File: config.mk
export PLATFORM = sky130hd
export DESIGN_NAME = mult32_control
export DESIGN_NICKNAME = d
export VERILOG_FILES = /design/src/rtl/mult32_control.sv
export SDC_FILE = /design/constraint.sdc
export NUM_CORES = 1
export LEC_CHECK = 0
export ABC_AREA = 1
export BUFFER_PORTS_ARGS = -buffer_cell sky130_fd_sc_hd__buf_2
export CORE_UTILIZATION = 35
export DETAILED_ROUTE_END_ITERATION = 10
export GPL_TIMING_DRIVEN = 1
export HOLD_SLACK_MARGIN = 0.02
export PLACE_DENSITY = 0.65
export SYNTH_ARGS = -nofsm -noshare
export SYNTH_HDL_FRONTEND = slang
export SYNTH_SLANG_ARGS = --single-unit
File: constraint.sdc
create_clock -name clk -period 1.4 [get_ports clk]
set_input_delay 0.14 -clock clk [delete_from_list [all_inputs] [get_ports clk]]
set_output_delay 0.14 -clock clk [all_outputs]
set_load 0.02 [all_outputs]
File: src/rtl/mult32_control.sv
// mult32_control: Moore FSM sequencing a shift-and-add multiplier datapath.
// Issues load/add/shift strobes, tracks iterations, pulses done when finished.
//
// Ports:
//   clk       rising-edge clock
//   reset     synchronous, active-high reset
//   start     operation request, only honoured in IDLE
//   lsb       bit 0 of the product/multiplier register
//   load      load operands, clear product upper half
//   add_en    add multiplicand into product upper half
//   shift_en  logical shift right of the product register
//   busy      high in every state except IDLE
//   done      one-cycle pulse, product valid
//   iter_cnt  completed iterations, 0..WIDTH
module mult32_control #(
    parameter int WIDTH = 32,
    parameter int CNT_W = 6
) (
    input  logic             clk,
    input  logic             reset,
    input  logic             start,
    input  logic             lsb,
    output logic             load,
    output logic             add_en,
    output logic             shift_en,
    output logic             busy,
    output logic             done,
    output logic [CNT_W-1:0] iter_cnt
);

    typedef enum logic [2:0] {
        IDLE  = 3'd0,
        LOAD  = 3'd1,
        CHECK = 3'd2,
        ADD   = 3'd3,
        SHIFT = 3'd4,
        DONE  = 3'd5
    } state_t;

    localparam logic [CNT_W-1:0] LAST = CNT_W'(WIDTH - 1);
    localparam logic [CNT_W-1:0] ONE  = CNT_W'(1);

    state_t state;

    // State and iteration counter are the only flops; the counter
    // advances in SHIFT, so the final SHIFT leaves it at WIDTH.
    always_ff @(posedge clk) begin
        if (reset) begin
            state    <= IDLE;
            iter_cnt <= '0;
        end else begin
            case (state)
                IDLE: begin
                    if (start) begin
                        state <= LOAD;
                    end
                end
                LOAD: begin
                    iter_cnt <= '0;
                    state    <= CHECK;
                end
                CHECK: begin
                    state <= lsb ? ADD : SHIFT;
                end
                ADD: begin
                    state <= SHIFT;
                end
                SHIFT: begin
                    iter_cnt <= iter_cnt + ONE;
                    if (iter_cnt == LAST) begin
                        state <= DONE;
                    end else begin
                        state <= CHECK;
                    end
                end
                DONE: begin
                    state <= IDLE;
                end
                // Unused encodings recover to IDLE.
                default: begin
                    state <= IDLE;
                end
            endcase
        end
    end

    // Moore decode: strobes depend on state only, so at most one is high.
    assign load     = (state == LOAD);
    assign add_en   = (state == ADD);
    assign shift_en = (state == SHIFT);
    assign done     = (state == DONE);
    assign busy     = (state != IDLE);

endmodule

Word-level counts from Yosys, hierarchy flattened
Index checks and enable logic that the tools add are counted.
{ "classes": {"add_sub_neg": 1, "eq_ne": 7, "mux": 5, "n_reduce_logical": 3} }
{ "ops": {"columns": ["cell", "n"], "rows": [
  ["$pmux 3 s5", 1],
  ["$pmux 6 s2", 1],
  ["$mux 3", 3],
  ["$add 6x1->6 const B", 1],
  ["$eq 3x2->1 const B", 2],
  ["$eq 3x3->1 const B", 2],
  ["$eq 6x5->1 const B", 1],
  ["$eq 3x1->1 const B", 1],
  ["$logic_not 3->1", 1],
  ["$reduce_bool 3->1", 1],
  ["$ne 2x2->1 const B", 1],
  ["$reduce_bool 2->1", 1]
]} }
{ "totals": {"reg_bits": 9, "output_inout_bits": 11, "word_cells": 18} }

Depth between registers and ports, before layout
Gate-level depths: netlist of the first run.
{ "logic_depth": {"ltp_word": 3, "depth_mapped": 6} }

Worst setup path before layout of the first run
No wires, ideal clock.
{ "synth_timing": {"kind": "register -> register", "start": "reg iter_cnt[0]", "end": "reg state[2]", "t_arrival_ns": 1.168, "t_required_ns": 1.330, "slack_ns": 0.163, "stages_incl_launch_ff": 6, "period_less_slack_ns": 1.237, "path_cell_list": "dfxtp_1 > ha_1 > nand3_1 > nor2_2 > nand3_1 > a21oi_1"} }
{ "synth_via": {"elab_chain_len": 3} }
{ "synth_rtl": {"columns": ["element", "line", "text"], "rows": [
  ["from (decl)", "28", "output logic [CNT_W-1:0] iter_cnt"],
  ["from (signal assigned)", "69", "iter_cnt <= iter_cnt + ONE;"],
  ["$eq 6x5->1", "70", "if (iter_cnt == LAST) begin"],
  ["$mux 3", "70", null],
  ["$pmux 3 s5", "52", "case (state)"],
  ["to (signal assigned)", "63", "state <= lsb ? ADD : SHIFT;"],
  ["to (decl)", "43", "state_t state;"]
]} }
Every way passes these cells.
A chain may end at the register's enable or synchronous reset.

Final worst setup path of the first run
{ "layout_timing": {"start": "reg state[2]", "end": "out shift_en"} }
{ "layout_via": {"elab_chain_len": 1} }
{ "layout_rtl": {"columns": ["element", "line", "text"], "rows": [
  ["$eq 3x3->1", "90", "assign shift_en = (state == SHIFT);"],
  ["to (decl)", "25", "output logic shift_en,"]
]} }
Every way passes these cells.

==> impl_metrics.ini, run 1 <==
[timing]
tightest_slew_ps = 227.7
maxSlewHeadroom_pct = 84.80
finClkSkew_ps = 6.083
hold_viol_final = 0
finalCritPeriodShare_pct = 92.26
fin_hold_ws_ps = 123.8
period_minus_slack_ps = 1292
max_freq_ghz = 0.7742
drv_slew = 0
tns_ps = 0
fin_ws_ps = 108.4
setup_viol_count_final = 0
rsz0062_at_grt = no

[placement]
portBuffers = 14
gp_congestion = 0.7284
dp_hpwl_microns = 799.9
dpl.cell_count = 109
dp_slack_ps = 215.3

[cells_and_area]
seq_area_sq_um = 180.2
multiInputGateArea_sq_um = 294.0
fin_cells = 113
drive_gt1_share_pct = 28.57
fill_cells = 148
fin_nets = 104
area_delta_synth_final_pct = 23.61
n_antenna_cell = 0

[global_route]
grt_pass1_vias = 382
grt_max_degree = 10
grt_use_total_pct = 15.34
grt_overflow = 0
antenna_found_initial = 0
grt_pass1_wl_microns = 1607

[critical_path]
critical_path.cell_chain = inv_2, nor2_8, buf_2
path_class = reg2out
path_max_fanout = 9
rr_worst_depth = 5
worstReg2RegStart = iter_cnt[0]
cp_data_required_time_ps = 1260
worstSetupEndpointType = primary output
r2r-end = state[0]
start_kind = register
cpPeakStageDelay_ps = 410
rrSetupSlack_ps = 200
arrival_ps = 1150
crit_path_start = state[2]
critical-path-slowest-cell = dfxtp_1

[yosys]
yosysTopAreaCell = dfxtp_1
synth_top_area_share_pct = 34.70
postSynthCellCount = 79
synth_area_leaders = dfxtp_1, nand2_1, a21oi_1
yosysWarningCount = 0
syn_area_sq_um = 519.2
synth_nets = 84
ys_types = 18
avgSynthCellArea_sq_um = 6.573
ys_seq_elements = 9
yosysSeqAreaShare_pct = 34.70

[cts]
cts_root_buf = clkbuf_4
cts_tree = built
clk_pin_slew_ps = 60
clk_path_buf_depth = 2
cts-resized-gates = 0
cts_hold_buf = 0
clock_sink_count = 9
htreeDepth = 1
cts_setup_buffers = 0
cts_made_buffers = 3
clkLatencyLatePin_ps = 260

[detailed_routing]
antenna_left = 0
drt_iter0_drc = 17
dr_total_vias = 532
drc = 0
wl_per_cell_microns = 9.310
vias_per_cell = 4.708
drt_wl_total_microns = 1052
dr.pass1.iters = 4

[min_path]
min_path_type = in2reg
min_to = state[1]
whs_path_depth = 2
hold_start = reset

[power]
power_uw = 718.1
peakVddDrop_uv = 532.4
p_leak_nw = 0.3076
power_density_mw_per_mm2 = 1119

[floorplan]
pin_count = 15
chipWidth_microns = 40.52
start_util_pct = 38.93
num_rows = 13
die_area_sq_mm = 0.001641
die-height_microns = 40.52
core-area_sq_mm = 0.001334

[run_status]
outcome = finished clean

[run]
maxCapViolCount = 0
-- kinds of logic after synthesis --
family,count (synthesis),share of synthesized area (%)
simple gates,45,41.93
fa+ha+maj,1,2.409
buf+inv,12,8.674
compound gates,12,12.29
flops,9,34.70
-- critical path, delay by kind of cell, from the launching register on --
family                 cells  cell delay, ps
buffers and inverters      2             310
AND/OR/NAND/NOR            1             180
flip-flops                 1             410
-- report_power, final --
group / total [mW] / internal, mW / switching, mW
combinational: 0.223 / 0.0703 / 0.153
clock: 0.200 / 0.110 / 0.0906
sequential: 0.294 / 0.273 / 0.0213
-- flip-flops by register name (all words and copies together) (netlist names) --
name,flops
iter_cnt,6
state,3
-- stage by stage --
stage	instance area, sq um	util, %
floorplan	519.2	-
global placement	615.6	46.15
detailed placement	615.6	46.15
CTS	641.9	48.12
global route	641.9	48.12
finish	641.9	48.12
-- routing by layer --
metal	global-route usage, %	up-vias	wire length (microns)
li1	-	292	-
met1	20.07	218	543
met2	22.22	17	431
met3	3.333	5	49
met4	10.00	0	28
met5	0	-	0
-- layout make-up --
| cell class | count | area share, % |
|---|---|---|
| inverters | 12 | 7.018 |
| well taps | 15 | 2.924 |
| clock buffers | 4 | 4.094 |
| multi-input cells | 58 | 45.81 |
| repair buffers | 15 | 12.09 |
| flip-flops and latches | 9 | 28.07 |
-- cells in the final DEF, fill, tap and decap left out, types with 2 or more instances in the layout --
cell type   n
nand3_1     6
nand4_1     2
a21oi_1     8
buf_2      14
inv_2       4
nor2_1     10
o21ai_0     2
dfxtp_1     9
clkbuf_4    3
inv_1       8
nand2_1    21
-- cell usage after synthesis, drive strengths merged --
| cell | instances |
|---|---|
| nand2 | 23 |
| inv | 12 |
| nor2 | 12 |
| a21oi | 9 |
| dfxtp | 9 |
| nand3 | 7 |
| o21ai | 3 |
| nand4 | 2 |
| ha | 1 |
| nor3 | 1 |
-- how the worst max path moves through the flow --
stage and endpoint:
2_1_floorplan state[2], 3_3_place_gp state[0], 3_5_place_dp state[0], 4_1_cts shift_en
5_1_grt busy, 6_report shift_en
(Power assumes the default switching activity.)
==> inputs of run 2 (changes only) <==
CTS_BUF_LIST = sky130_fd_sc_hd__clkbuf_4   (was default)
clock period = 1.39 ns   (was 1.4 ns; I/O delays follow)
==> run 2 against run 1 <==
  * Sequential share of layout area shrank 0.16 points
  * Clock skew up 0.84 ps
  * Via count down 0.75%
  * Count of clock-buffer cells in the layout unchanged
  * Clock power is 10% higher
  * Utilization increased by 0.28 points
  * Flip-flop and latch count unchanged
  * First-iteration DRC count increased by 5.9%
  * Cell area is 0.58% higher
  * Global-route usage did not move
  * Power grew 3.3%
  * Worst hold slack worse by 0.71 ps
  * Highest routed layer unchanged
==> impl_metrics.ini, run 2 (synthesis gave the netlist of run 1 again) <==
[cts]
clock_sink_count = 9
cts-resized-gates = 0
clk_pin_slew_ps = 60
clk_path_buf_depth = 2
cts_tree = built
clkLatencyLatePin_ps = 260
cts_root_buf = clkbuf_4
htreeDepth = 1
cts_setup_buffers = 0
cts_made_buffers = 3
cts_hold_buf = 0

[critical_path]
r2r-end = state[0]
cpPeakStageDelay_ps = 410
critical_path.cell_chain = inv_2, nor2_8, buf_2
start_kind = register
path_class = reg2out
critical-path-slowest-cell = dfxtp_1
crit_buf_inv = 2
path_max_fanout = 9
cp_top_family = flip-flops
worstReg2RegStart = iter_cnt[0]
worstSetupEndpointType = primary output
cp_data_required_time_ps = 1250
arrival_ps = 1150
rrSetupSlack_ps = 180
rr_worst_depth = 5

[timing]
tightest_slew_ps = 219.6
max_freq_ghz = 0.7757
fin_ws_ps = 100.8
maxSlewHeadroom_pct = 85.34
period_minus_slack_ps = 1289
fin_hold_ws_ps = 123.1
hold_viol_final = 0
setup_viol_count_final = 0
rsz0062_at_grt = no
tns_ps = 0
finalCritPeriodShare_pct = 92.75
finClkSkew_ps = 6.924
drv_slew = 0

[floorplan]
num_rows = 13
chipWidth_microns = 40.52
die_area_sq_mm = 0.001641
start_util_pct = 38.93
die-height_microns = 40.52
core-area_sq_mm = 0.001334
pin_count = 15

[power]
p_leak_nw = 0.3111
power_uw = 742.0
power_density_mw_per_mm2 = 1149
peakVddDrop_uv = 536.1

[global_route]
grt_pass1_vias = 382
grt_max_degree = 10
grt_use_total_pct = 15.34
grt_pass1_wl_microns = 1607
grt_overflow = 0
antenna_found_initial = 0

[detailed_routing]
wl_per_cell_microns = 9.310
dr_total_vias = 528
antenna_left = 0
vias_per_cell = 4.673
drt_wl_total_microns = 1052
dr.pass1.iters = 4
drc = 0
drt_iter0_drc = 18

[cells_and_area]
area_delta_synth_final_pct = 24.34
reg.largest.list = iter_cnt: 6 flops, state: 3 flops
finish.instance_area_sq_um = 645.6
largest_register = iter_cnt
drive_gt1_share_pct = 29.59
n_antenna_cell = 0
final_util_pct = 48.41
fin_cells = 113
layout_commonest_cell = nand2_1
final_cell_mix = nand2_1, buf_2, nor2_1
largest_reg_flops = 6
fin_nets = 104

[placement]
dpl.cell_count = 109
gp_congestion = 0.7284
dp_hpwl_microns = 799.9
place_area_sq_um = 615.6
dp_slack_ps = 205.3
portBuffers = 14

[min_path]
min_path_type = in2reg
whs_path_depth = 2
min_to = state[1]
hold_start = reset

[run]
maxCapViolCount = 0

[run_status]
outcome = finished clean
run 2: how the worst max path moves through the flow:
stage,startpoint,to,slack (ps),cells after the start
detailed placement,iter_cnt[0],state[0],210,5
global placement,iter_cnt[0],state[0],240,5
floorplan,iter_cnt[0],state[2],150,5
CTS,state[2],shift_en,100,3
global route,state[1],busy,20,5
finish,state[2],shift_en,100,3
run 2: worst register-to-register path, cell delays in order (launching register included):
cell and delay (ps):
dfxtp_1 430, ha_1 210, nand3_1 140, nor2_2 130, nand3_1 100, a21oi_1 130
run 2: cell type report:
cell class,count,area (sq um)
Clock buffer,4,30.03
Fill cell,147,688.2
Inverter,12,45.04
Multi-Input combinational cell,58,294.0
Sequential cell,9,180.2
Tap cell,15,18.77
Timing Repair Buffer,15,77.57
run 2: routing by layer:
metal | GRT usage [%] | wire (microns) | up-vias
met1 | 20.07 | 534 | 216
met4 | 10.00 | 10 | 0
met2 | 22.22 | 453 | 16
met5 | 0 | 0 | -
met3 | 3.333 | 54 | 4
li1 | - | - | 292
run 2: where the power goes:
group | leakage, nW | switching, mW | internal [mW] | total (mW)
clock network | 0.0184 | 0.0906 | 0.130 | 0.221
registers | 0.0730 | 0.0216 | 0.275 | 0.297
logic | 0.220 | 0.154 | 0.0708 | 0.225
==> inputs of run 3 (changes only) <==
PLACE_DENSITY = default   (was 0.65)
SLEW_MARGIN = 20   (was default)
==> run 3 against run 2 <==
  * Sequential share of layout area up 0.11 points
  * Setup slack got worse by 8.2 ps
  * Sequential power about the same
  * Routed wire length is 7.2% higher
  * Final cell count stayed put
  * Worst hold slack got worse by 2.1 ps
  * Clock power shrank 8%
  * Combinational power hardly changed
  * Power decreased by 2.0%
  * Utilization fell by 0.19 points
  * Register-to-register slack about the same
  * Largest cell class unchanged
==> impl_metrics.ini, run 3 (synthesis gave the netlist of run 1 again) <==
[run_status]
outcome = finished clean

[run]
maxCapViolCount = 0

[critical_path]
worstReg2RegStart = iter_cnt[0]
crit_buf_inv = 2
start_kind = register
rr_worst_depth = 5
path_class = reg2out
cp_top_family = flip-flops
worstSetupEndpointType = primary output
arrival_ps = 1160
critical_path.cell_chain = inv_2, nor2_8, buf_2
cp_data_required_time_ps = 1250
critical-path-slowest-cell = dfxtp_1
crit_path_start = state[2]
cp.depth = 3
cpPeakStageDelay_ps = 420
path_max_fanout = 9

[floorplan]
die-height_microns = 40.52
core-area_sq_mm = 0.001334
pin_count = 15
num_rows = 13
die_area_sq_mm = 0.001641
start_util_pct = 38.93
chipWidth_microns = 40.52

[detailed_routing]
antenna_left = 0
dr_total_vias = 526
vias_per_cell = 4.655
drt_wl_total_microns = 1128
dr.pass1.iters = 3
drc = 0
drt_iter0_drc = 6
wl_per_cell_microns = 9.982

[cells_and_area]
reg.largest.list = iter_cnt: 6 flops, state: 3 flops
multiInputGateArea_sq_um = 294.0
largest_register = iter_cnt
drive_gt1_share_pct = 29.59
n_antenna_cell = 0
largest_reg_flops = 6
fill_cells = 148
fin_cells = 113
fin_nets = 104
final_cell_mix = nand2_1, buf_2, nor2_1
seq_area_sq_um = 180.2
final_util_pct = 48.22
area_delta_synth_final_pct = 23.86
layout_commonest_cell = nand2_1
finish.instance_area_sq_um = 643.1

[timing]
finClkSkew_ps = 5.006
hold_viol_final = 0
period_minus_slack_ps = 1297
rsz0062_at_grt = yes
tightest_slew_ps = 264.5
setup_viol_count_final = 0
drv_slew = 0
max_freq_ghz = 0.7708
finalCritPeriodShare_pct = 93.34
maxSlewHeadroom_pct = 82.34

[min_path]
hold_start = reset
whs_path_depth = 2
min_path_type = in2reg

[cts]
cts-resized-gates = 0
clkLatencyLatePin_ps = 260
cts_root_buf = clkbuf_4
clk_pin_slew_ps = 70
cts_tree = built
cts_made_buffers = 3
clock_sink_count = 9
htreeDepth = 1
cts_hold_buf = 0
clk_path_buf_depth = 2
cts_setup_buffers = 0

[power]
power_density_mw_per_mm2 = 1131
p_leak_nw = 0.3104
power_uw = 727.5
combPwrFrac_pct = 31.0
p_sw_uw = 275.6
peakVddDrop_uv = 524.9
clock_power_share_pct = 28.0
p_int_uw = 451.9
p_seq_share_pct = 41.0
p_sw_share_pct = 37.89

[placement]
portBuffers = 14
dpl.cell_count = 109
place_area_sq_um = 615.6
gp_congestion = 0.7552
dp_hpwl_microns = 866.8

[global_route]
grt_overflow = 0
grt_pass1_vias = 414
antenna_found_initial = 0
grt_max_degree = 10
grt_use_total_pct = 16.69
grt_pass1_wl_microns = 1731
==> run 3: worst paths after layout <==
check	slack [ps]	end
setup / recovery	90	shift_en
hold / removal	120	state[1]
setup reg to reg	190	state[2]
hold reg to reg	520	iter_cnt[4]
==> run 3: power by group through the flow <==
stage | registers, mW | clock network [mW] | logic [mW]
6_report | 0.298 | 0.204 | 0.226
2_1_floorplan | 0.301 | 0 | 0.173
3_5_place_dp | 0.304 | 0 | 0.230
5_1_grt | 0.300 | 0.232 | 0.254
4_1_cts | 0.298 | 0.214 | 0.230
3_3_place_gp | 0.304 | 0 | 0.228
==> run 3: final cells by class <==
type / count / share of cell area (%)
inverters: 12 / 7.004
well taps: 15 / 2.918
clock inverters: 1 / 0.7782
flip-flops and latches: 9 / 28.02
clock buffers: 3 / 3.502
repair buffers: 15 / 12.06
multi-input cells: 58 / 45.72
==> run 3: worst reg2reg max path, stage by stage (launching register included) <==
cell and delay [ps]:
dfxtp_1 430, ha_1 220, nand3_1 130, nor2_2 130, nand3_1 100, a21oi_1 130
==> run 3: per-stage QoR <==
step | TNS [ps] | hold WS [ps] | setup WS, ps
finish | 0 | 121.0 | 92.60
global route | -22.64 | 124.3 | -14.22
CTS | 0 | 111.3 | 73.54
detailed placement | 0 | 400.3 | 182.6
global placement | 0 | 398.3 | 230.3
floorplan | 0 | 208.1 | 152.5
==> run 3: per-layer routing <==
layer  up-vias  routed length [microns]  track usage (%)
met2        14                      517            26.59
met1       219                      544            19.34
met5         -                        0                0
li1        291                        -                -
met4         0                       12            12.50
met3         2                       54            3.333
